[src/rtl/matmul_nxn_seq_pkg.sv]
// ============================================================================
// matmul_pkg : shared state type and index helpers for the NxN multiplier
// rev 1.0
// ============================================================================
`default_nettype none

package matmul_pkg;

  typedef enum logic [1:0] {
    IDLE = 2'd0,
    RUN  = 2'd1,
    DONE = 2'd2
  } state_t;

  // Wide enough for a sum of n full-width products in either signedness.
  function automatic int acc_width(input int n, input int dw);
    return 2 * dw + $clog2(n) + 1;
  endfunction

  // Bit offset of element [i][j] in a row-major n x n bus of w-bit elements.
  function automatic int elem(input int n, input int i, input int j, input int w);
    return (i * n + j) * w;
  endfunction

endpackage

`default_nettype wire

[src/rtl/matmul_nxn_seq_if.sv]
// ============================================================================
// matmul_nxn_seq_if : start/busy/done handshake and flat operand/result buses
// rev 1.0
// ============================================================================
`default_nettype none

interface matmul_nxn_seq_if
  import matmul_pkg::*;
#(
  parameter int N  = 3,
  parameter int DW = 8
);
  localparam int AW = acc_width(N, DW);

  logic                start;
  logic                signed_mode;
  logic                acc_mode;
  logic [N*N*DW-1:0]   a_flat;
  logic [N*N*DW-1:0]   b_flat;
  logic [N*N*AW-1:0]   c_flat;
  logic                busy;
  logic                done;

  modport master (
    output start, signed_mode, acc_mode, a_flat, b_flat,
    input  c_flat, busy, done
  );

  modport slave (
    input  start, signed_mode, acc_mode, a_flat, b_flat,
    output c_flat, busy, done
  );

endinterface

`default_nettype wire

[src/rtl/matmul_nxn_seq_mac_pe.sv]
// ============================================================================
// matmul_mac_pe : one multiply-accumulate cell, signed or unsigned operands
// rev 1.0
// ============================================================================
`default_nettype none

module matmul_mac_pe
  import matmul_pkg::*;
#(
  parameter int DW = 8,
  parameter int AW = acc_width(3, 8)
) (
  input  wire logic          clk,
  input  wire logic          reset,
  input  wire logic          clr_load,
  input  wire logic [AW-1:0] load_val,
  input  wire logic          en,
  input  wire logic          signed_mode,
  input  wire logic [DW-1:0] a,
  input  wire logic [DW-1:0] b,
  output logic      [AW-1:0] acc
);

  localparam int PW = 2 * DW + 2;

  // One extra bit lets a single signed multiplier cover both modes.
  logic signed [DW:0]   a_ext;
  logic signed [DW:0]   b_ext;
  logic signed [PW-1:0] prod;

  assign a_ext = {signed_mode & a[DW-1], a};
  assign b_ext = {signed_mode & b[DW-1], b};
  assign prod  = PW'(a_ext) * PW'(b_ext);

  always_ff @(posedge clk) begin
    if (reset) begin
      acc <= '0;
    end else if (clr_load) begin
      acc <= load_val;
    end else if (en) begin
      acc <= acc + AW'(prod);
    end
  end

endmodule

`default_nettype wire

[src/rtl/matmul_nxn_seq.sv]
// ============================================================================
// matmul_nxn_seq : NxN matrix multiplier, one k-slice per cycle on N*N MACs
// rev 1.0
// ============================================================================
`default_nettype none

module matmul_nxn_seq
  import matmul_pkg::*;
#(
  parameter int N  = 3,
  parameter int DW = 8
) (
  input  wire logic        clk,
  input  wire logic        reset,
  matmul_nxn_seq_if.slave  bus
);

  localparam int AW = acc_width(N, DW);
  localparam int KW = (N > 1) ? $clog2(N) : 1;
  localparam int FW = N * N * DW;
  localparam int CW = N * N * AW;

  state_t          state;
  state_t          state_nxt;
  logic [KW-1:0]   k;
  logic [FW-1:0]   a_lat;
  logic [FW-1:0]   b_lat;
  logic            sm_lat;
  logic [CW-1:0]   c_reg;
  logic [CW-1:0]   acc_all;
  logic [AW-1:0]   acc_arr [N][N];
  logic            accept;
  logic            last_k;
  logic            run_en;

  assign accept = (state == IDLE) && bus.start;
  assign last_k = (k == KW'(N - 1));
  assign run_en = (state == RUN);

  always_ff @(posedge clk) begin
    if (reset) begin
      state <= IDLE;
    end else begin
      state <= state_nxt;
    end
  end

  always_comb begin
    state_nxt = state;
    case (state)
      IDLE:    if (bus.start) state_nxt = RUN;
      RUN:     if (last_k)    state_nxt = DONE;
      DONE:    state_nxt = IDLE;
      default: state_nxt = IDLE;
    endcase
  end

  always_ff @(posedge clk) begin
    if (reset) begin
      a_lat  <= '0;
      b_lat  <= '0;
      sm_lat <= 1'b0;
    end else if (accept) begin
      a_lat  <= bus.a_flat;
      b_lat  <= bus.b_flat;
      sm_lat <= bus.signed_mode;
    end
  end

  always_ff @(posedge clk) begin
    if (reset || accept) begin
      k <= '0;
    end else if (run_en) begin
      k <= last_k ? '0 : k + KW'(1);
    end
  end

  always_ff @(posedge clk) begin
    if (reset) begin
      c_reg <= '0;
    end else if (state == DONE) begin
      c_reg <= acc_all;
    end
  end

  always_comb begin
    acc_all = '0;
    for (int i = 0; i < N; i++) begin
      for (int j = 0; j < N; j++) begin
        acc_all[elem(N, i, j, AW) +: AW] = acc_arr[i][j];
      end
    end
  end

  // During DONE the accumulators already hold the final sums, so the result
  // is presented combinationally in that cycle and held from c_reg afterwards.
  assign bus.c_flat = (state == DONE) ? acc_all : c_reg;
  assign bus.busy   = (state != IDLE);
  assign bus.done   = (state == DONE);

  for (genvar i = 0; i < N; i++) begin : g_row
    logic [DW-1:0] a_sel;
    assign a_sel = a_lat[elem(N, i, int'(k), DW) +: DW];

    for (genvar j = 0; j < N; j++) begin : g_col
      logic [DW-1:0] b_sel;
      logic [AW-1:0] load_val;

      assign b_sel    = b_lat[elem(N, int'(k), j, DW) +: DW];
      assign load_val = bus.acc_mode ? c_reg[elem(N, i, j, AW) +: AW] : '0;

      matmul_mac_pe #(
        .DW (DW),
        .AW (AW)
      ) u_pe (
        .clk         (clk),
        .reset       (reset),
        .clr_load    (accept),
        .load_val    (load_val),
        .en          (run_en),
        .signed_mode (sm_lat),
        .a           (a_sel),
        .b           (b_sel),
        .acc         (acc_arr[i][j])
      );
    end
  end

endmodule

`default_nettype wire
[src/flat_wrapper.sv]
// flat-port wrapper written by rule: the top's interface ports become plain ports
module matmul_nxn_seq_flat import matmul_pkg::*;
#(
  parameter int N  = 3,
  parameter int DW = 8
)
  (clk, reset, bus_start, bus_signed_mode, bus_acc_mode, bus_a_flat, bus_b_flat, bus_c_flat, bus_busy, bus_done);
  matmul_nxn_seq_if #(.N(N), .DW(DW)) bus_i ();
  input  wire logic clk;
  input  wire logic reset;
  input wire logic [$bits(bus_i.start)-1:0] bus_start;
  input wire logic [$bits(bus_i.signed_mode)-1:0] bus_signed_mode;
  input wire logic [$bits(bus_i.acc_mode)-1:0] bus_acc_mode;
  input wire logic [$bits(bus_i.a_flat)-1:0] bus_a_flat;
  input wire logic [$bits(bus_i.b_flat)-1:0] bus_b_flat;
  output wire logic [$bits(bus_i.c_flat)-1:0] bus_c_flat;
  output wire logic [$bits(bus_i.busy)-1:0] bus_busy;
  output wire logic [$bits(bus_i.done)-1:0] bus_done;
  assign bus_i.start = bus_start;
  assign bus_i.signed_mode = bus_signed_mode;
  assign bus_i.acc_mode = bus_acc_mode;
  assign bus_i.a_flat = bus_a_flat;
  assign bus_i.b_flat = bus_b_flat;
  assign bus_c_flat = bus_i.c_flat;
  assign bus_busy = bus_i.busy;
  assign bus_done = bus_i.done;
  matmul_nxn_seq #(.N(N), .DW(DW)) u_core (.clk(clk), .reset(reset), .bus(bus_i));
endmodule
[config.mk]
export PLATFORM = sky130hd
export DESIGN_NAME = matmul_nxn_seq_flat
export DESIGN_NICKNAME = d
export VERILOG_FILES = /design/src/rtl/matmul_nxn_seq_pkg.sv /design/src/rtl/matmul_nxn_seq_if.sv /design/src/rtl/matmul_nxn_seq_mac_pe.sv /design/src/rtl/matmul_nxn_seq.sv /design/src/flat_wrapper.sv
export SDC_FILE = /design/constraint.sdc
export NUM_CORES = 2
export LEC_CHECK = 0
export ABC_CLOCK_PERIOD_IN_PS = 10800
export BUFFER_PORTS_ARGS = -buffer_cell sky130_fd_sc_hd__buf_2
export CORE_UTILIZATION = 60
export DETAILED_ROUTE_END_ITERATION = 12
export HOLD_SLACK_MARGIN = 0.15
export MAX_ROUTING_LAYER = met4
export PLACE_DENSITY = 0.79
export SYNTH_ARGS = -nofsm -noshare
export SYNTH_HDL_FRONTEND = slang
export SYNTH_SLANG_ARGS = --single-unit
[constraint.sdc]
create_clock -name clk -period 10.8 [get_ports clk]
set_input_delay 1.08 -clock clk [delete_from_list [all_inputs] [get_ports clk]]
set_output_delay 1.08 -clock clk [all_outputs]
set_load 0.02 [all_outputs]
**After elaboration in Yosys (flattened, before gate mapping)**

Cells that the tools add are included.
Widths: inputs -> output; s select.

- Bits of input ports: 149
- Output and inout bits: 173
- Memories: 0
- Bits in read-only memories: 0
- Bits in registers: 491
- Bits in writable memories: 0
- Bits in latches: 0

- Reductions and logical operators: 6
- Multipliers: 10
- Mux-type cells: 32
- Equal/unequal tests: 5
- Add/sub/neg operators: 14
- Shift operators: 6
- Divide/modulo/power cells: 0
- Magnitude comparators: 0
- Bitwise logic cells: 6

Operators with widths:

| operator | count |
|---|---|
| $mux 19 | 27 |
| $shiftx 72x32->8 | 5 |
| $add 19x19->19 | 9 |
| $mux 171 | 1 |
| $mul 9x9->18 | 9 |
| $shiftx 72x6->8 | 1 |
| $add 29x2->29 const B | 1 |
| $add 29x3->29 const B | 1 |
| $and 1x1->1 | 6 |
| $mux 2 | 3 |
| $add 3x2->4 const A | 1 |
| $eq 2x2->1 const B | 2 |
| $mul 2x2->4 const B | 1 |
| $pmux 2 s2 | 1 |
| $reduce_bool 2->1 | 2 |
| $add 2x2->3 const A | 1 |
| $add 2x1->2 const B | 1 |
| $eq 2x1->1 const B | 1 |
| $logic_not 2->1 | 1 |
| $ne 2x1->1 const B | 1 |
| $ne 2x2->1 const B | 1 |
| $reduce_and 2->1 | 1 |
| $logic_and 1x1->1 | 1 |
| $logic_or 1x1->1 | 1 |

**Depth between registers and ports, before layout**

- Depth in word-level cells: 8
- Gate-level depth with buffers: 44
- Mapped depth without buffers: 37

**Modules after synthesis**

Synthesis repeated with hierarchy kept, for this count alone.

- Cell total of the unflattened synthesis: 6585
- Area, all modules: 57737.9 sq um

Modules (own cells, without submodules):

| module | sequential area each (sq um) | times used | area each (sq um) | cells an instance |
|---|---|---|---|---|
| matmul_nxn_seq | 6406.1 | 1 | 14945.6 | 1575 |
| matmul_mac_pe (u_core.g_row[0].g_col[1].u_pe ...) | 380.4 | 2 | 4657.0 | 549 |
| matmul_mac_pe (u_core.g_row[1].g_col[0].u_pe) | 380.4 | 1 | 4850.9 | 560 |
| matmul_mac_pe (u_core.g_row[2].g_col[1].u_pe) | 380.4 | 1 | 4849.7 | 567 |
| matmul_mac_pe (u_core.g_row[2].g_col[0].u_pe) | 380.4 | 1 | 4835.9 | 562 |
| matmul_mac_pe (u_core.g_row[1].g_col[1].u_pe) | 380.4 | 1 | 4800.9 | 567 |
| matmul_mac_pe (u_core.g_row[0].g_col[0].u_pe) | 380.4 | 1 | 4744.6 | 555 |
| matmul_mac_pe (u_core.g_row[2].g_col[2].u_pe) | 380.4 | 1 | 4719.5 | 554 |
| matmul_mac_pe (u_core.g_row[1].g_col[2].u_pe) | 380.4 | 1 | 4677.0 | 547 |

**Worst setup path before layout**

Ideal clock, no wire load.

- Path kind: reg-to-reg
- From: reg u_core.k[0]
- To: reg u_core.g_row[1].g_col[2].u_pe.acc[18]
- Library setup time: 132 ps
- Slack: 1780 ps
- Arrival time: 8889 ps
- Stages on the path, launching flop included: 41
- Buffers on the path: 7
- Cells stage by stage: dfxtp_1 > buf_4 > buf_4 > buf_2 > buf_2 > inv_1 > ha_1 > buf_2 > buf_2 > mux4_2 > mux2i_1 > o21ai_1 > nand2_1 > clkbuf_1 > nor2_1 > fa_1 > inv_1 > fa_1 > [... 5 more ...] > inv_1 > ha_1 > inv_1 > o21bai_1 > a21oi_1 > nor2b_1 > o21a_1 > o31a_1 > o41ai_1 > xnor2_1 > ha_1 > or2_2 > a21oi_1 > a31oi_1 > xor2_1 > xnor3_1 > a221oi_1 > nor3_1

- Longest elaborated chain between the ends: 8
- Elaborated cells on any way between the ends: 11

RTL lines:

| what | RTL line | text |
|---|---|---|
| start, declared | matmul_nxn_seq.sv:25 | `logic [KW-1:0] k;` |
| start signal, assigned | matmul_nxn_seq.sv:74 | `k <= last_k ? '0 : k + KW'(1);` |
| $mul 2x2->4 | matmul_nxn_seq_pkg.sv:22 | `return (i * n + j) * w;` |
| $add 29x3->29 | matmul_nxn_seq_pkg.sv:22 |  |
| $shiftx 72x32->8 | matmul_nxn_seq.sv:109 | `assign b_sel = b_lat[elem(N, int'(k), j, DW) +: DW];` |
| $and 1x1->1 | matmul_nxn_seq_mac_pe.sv:32 | `assign b_ext = {signed_mode & b[DW-1], b};` |
| $mul 9x9->18 * | matmul_nxn_seq_mac_pe.sv:33 | `assign prod = PW'(a_ext) * PW'(b_ext);` |
| $add 19x19->19 * | matmul_nxn_seq_mac_pe.sv:41 | `acc <= acc + AW'(prod);` |
| $mux 19 * | matmul_nxn_seq_mac_pe.sv:40 | `end else if (en) begin` |
| $mux 19 * | matmul_nxn_seq_mac_pe.sv:38 | `end else if (clr_load) begin` |
| end signal, assigned | matmul_nxn_seq_mac_pe.sv:39 | `acc <= load_val;` |
| end signal, assigned | matmul_nxn_seq_mac_pe.sv:41 |  |
| end, declared | matmul_nxn_seq_mac_pe.sv:21 | `output logic [AW-1:0] acc` |

Every way passes the cells marked *; elsewhere a longest branch is shown, timed or not. The select of a mux whose other input is x is not followed.
A chain may end at the register's enable or synchronous reset.

**Worst setup path in the final report**

- From: reg u_core.k[1]
- To: reg u_core.g_row[1].g_col[2].u_pe.acc[18]

The elaborated chain is that of the path after synthesis.

==> impl_metrics.csv <==
group,metric,value,unit
clock_tree,cts.hold.buffers_added,0,
floorplan,die_w,302,µm
grt,grt_pass1_vias,47864,
clock_tree,ctsResizeCount,0,
min_path,min_path_type,"reg -> reg",
synth,syn_area,54100,µm²
clock_tree,clock_latency,710,ps
drt,wl_met3,15.0,mm
grt,grt_max_degree,201,
drt,wl_met2,83.1,mm
floorplan,placementRows,109,
drt,drt_iter0_markers,4153,
worst_setup_path,path_class,"reg -> reg",
placement,place_hpwl,132,mm
run_status,status,"finished clean",
worst_setup_path,crit_buf_inv,5,
synth,synth_seq_cells,491,
placement,dpl.cell_count,7922,
synth,synth-edff-count,0,
placement,io_buffers,321,
sta,rsz0062_at_grt,"no",
drt,wirelength_met1,62.7,mm
floorplan,die_y,302,µm
grt,overflow,0,
placement,place.gp.congestion,1.01,
clock_tree,clkTransAtPathRegs,70,ps
worst_setup_path,worst_ep_arrival_time,10370,ps
synth,ys_warn_count,0,
final_layout,layout_commonest_cell,"nand2_1",
floorplan,initial_core_util,60.9,%
final_layout,final_area,58700,µm²
power_and_ir_drop,power_density,106,nW/µm²
power_and_ir_drop,power,6.24,mW
grt,grt_pass1_wl,266,mm
worst_setup_path,reg2reg_to,"u_core.g_row[1].g_col[2].u_pe.acc[18]",
drt,wire_per_inst,21.8,µm
drt,detail_route.first_pass.iterations,6,
drt,wirelength,175,mm
job,drv_cap,0,
clock_tree,clk_path_buf_depth,3,
sta,slew_violations,0,
synth,postSynthAreaPerCell,8.08,µm²
worst_setup_path,cp_slowest_cell,"and2_1",
clock_tree,cts_tree,"done",
worst_setup_path,reg2reg_from,"u_core.k[1]",
floorplan,ios,322,
final_layout,final_cell_mix,"1,277 x nand2_1, 802 x inv_1, 694 x nor2_1",
power_and_ir_drop,leakage,28.8,nW
worst_setup_path,path_max_fanout,64,
grt,gr-usage-all-layers,39.3,%
drt,via_per_inst,6.01,
clock_tree,cts_root_buffer,"clkbuf_16",
worst_setup_path,crit_top_cell,"fa_1",
placement,placement.cell_area,56600,µm²
drt,top_layer,"met4",
final_layout,finalNetCount,8114,
drt,vias,48286,
final_layout,syn_to_final_growth,8.53,%
sta,final.min_clock_period,9850,ps
drt,remaining_drc_errors,0,
final_layout,fill_cells,7458,
worst_setup_path,worstRegToRegCells,34,
floorplan,core_area,88900,µm²
worst_setup_path,cp-end-kind,"flip-flop",
final_layout,drive_gt1_share,8.80,%
synth,yosysUniqueCellTypes,87,
sta,hold_slack,453,ps
sta,skew,45.2,ps
synth,synthArstFlopShare,0,%
worst_setup_path,reg2reg_slack,950,ps
min_path,hold-path-endpoint,"u_core.a_lat[46]",
sta,tns,0,ps
clock_tree,clock-sinks,491,
synth,synthCells,6700,
synth,ys_seq_area_share,18.2,%
min_path,holdPathStages,2,
clock_tree,htree_levels,2,
sta,period_share,91.2,%
sta,slew_headroom,12.6,%
min_path,min_from,"u_core.a_lat[46]",
power_and_ir_drop,ir_worst_vdd,0.000180,V
clock_tree,cts_buffers,58,
worst_setup_path,start_kind,"flip-flop",
worst_setup_path,crit_required,11320,ps
floorplan,die-area,91400,µm²
worst_setup_path,cp_top_family,"adder cells",
sta,worstMarginPinSlew,1310,ps
sta,finalSetupViolCount,0,
drt,ant_nets,0,
clock_tree,post_cts_buffers,0,
sta,final_hold_viol_count,0,
grt,antenna_found_initial,5,
synth,syn_nets,7997,
sta,timing.fmax,102,MHz
worst_setup_path,max_stage_delay,750,ps
final_layout,final_cells,8030,
synth,synthFlopType,"dfxtp_1",
through the flow:
| step | worst slack [ps] | util, % |
|---|---|---|
| after global placement | 1330 | 63.7 |
| after floorplan | 1780 | - |
| after global routing | 280 | 66.1 |
| after CTS | 1050 | 66.0 |
| final | 951 | 66.1 |
| after detailed placement | 1120 | 63.7 |
cells by family after synthesis:
kind of cell,synth area share [%]
flops,18.2
xor+xnor,4.88
simple gates,17.9
compound gates,13.5
buf+inv,8.10
fa+ha+maj,35.3
mux,2.13
cell usage after synthesis, types with 23 or more instances:
| library cell | n | area (µm²) |
|---|---|---|
| nand3_1 | 80 | 400 |
| nand2b_1 | 35 | 219 |
| a21oi_1 | 538 | 2690 |
| nor2b_1 | 33 | 206 |
| o21bai_1 | 28 | 210 |
| o21ai_1 | 60 | 300 |
| mux2i_1 | 50 | 500 |
| o211ai_1 | 26 | 195 |
| nand2_1 | 1278 | 4800 |
| nor2_1 | 698 | 2620 |
| dfxtp_1 | 491 | 9830 |
| inv_1 | 802 | 3010 |
| a21o_1 | 83 | 623 |
| buf_1 | 25 | 93.8 |
| nor3_1 | 133 | 666 |
| fa_1 | 633 | 12700 |
| xnor2_1 | 243 | 2130 |
| ha_1 | 515 | 6440 |
| clkbuf_1 | 301 | 1130 |
| o21a_1 | 73 | 548 |
| and3_1 | 26 | 163 |
| xor2_1 | 46 | 403 |
| a211oi_1 | 37 | 278 |
| a311oi_1 | 40 | 350 |
| a221oi_1 | 61 | 534 |
| o21ai_0 | 59 | 295 |
| or3_1 | 23 | 144 |
metal layers:
layer / track usage (%) / vias to the layer above
met5: - / -
met4: 27.3 / 0
met3: 8.30 / 660
met2: 62.9 / 2091
met1: 43.7 / 23529
li1: - / 22006
cell type report:
type	instances	area, µm²	area share (%)
antenna	3	7.51	0.0128
clock buffer	77	1670	2.85
clock inverter	28	407	0.692
inverter	810	3040	5.18
multi-input combinational	5052	40000	68.2
sequential	491	9830	16.7
tap	1165	1460	2.48
timing repair buffer	404	2260	3.86
worst min-delay path: cells and delay by family (launching register included):
family	cells	cell delay [ps]
AOI/OAI and AO/OA	1	50
DFF	1	310
and+or+nand+nor	1	50
where the power goes:
| group | switching (mW) | internal, mW | total (mW) |
|---|---|---|---|
| combinational | 1.32 | 0.738 | 2.05 |
| sequential | 0.113 | 1.92 | 2.04 |
| clock | 0.888 | 1.26 | 2.15 |
worst max-delay path by stage:
stage / from / endpoint / slack [ps] / cells after the start
after CTS: u_core.k[1] / u_core.g_row[1].g_col[2].u_pe.acc[18] / 1050 / 34
after detailed placement: u_core.k[1] / u_core.g_row[1].g_col[2].u_pe.acc[18] / 1120 / 33
after global placement: u_core.k[1] / u_core.g_row[1].g_col[2].u_pe.acc[18] / 1330 / 34
after floorplan: u_core.k[0] / u_core.g_row[1].g_col[2].u_pe.acc[18] / 1780 / 40
final: u_core.k[1] / u_core.g_row[1].g_col[2].u_pe.acc[18] / 950 / 34
after global routing: u_core.k[1] / u_core.g_row[1].g_col[2].u_pe.acc[18] / 280 / 34
Power figures use the tool's default switching activity.
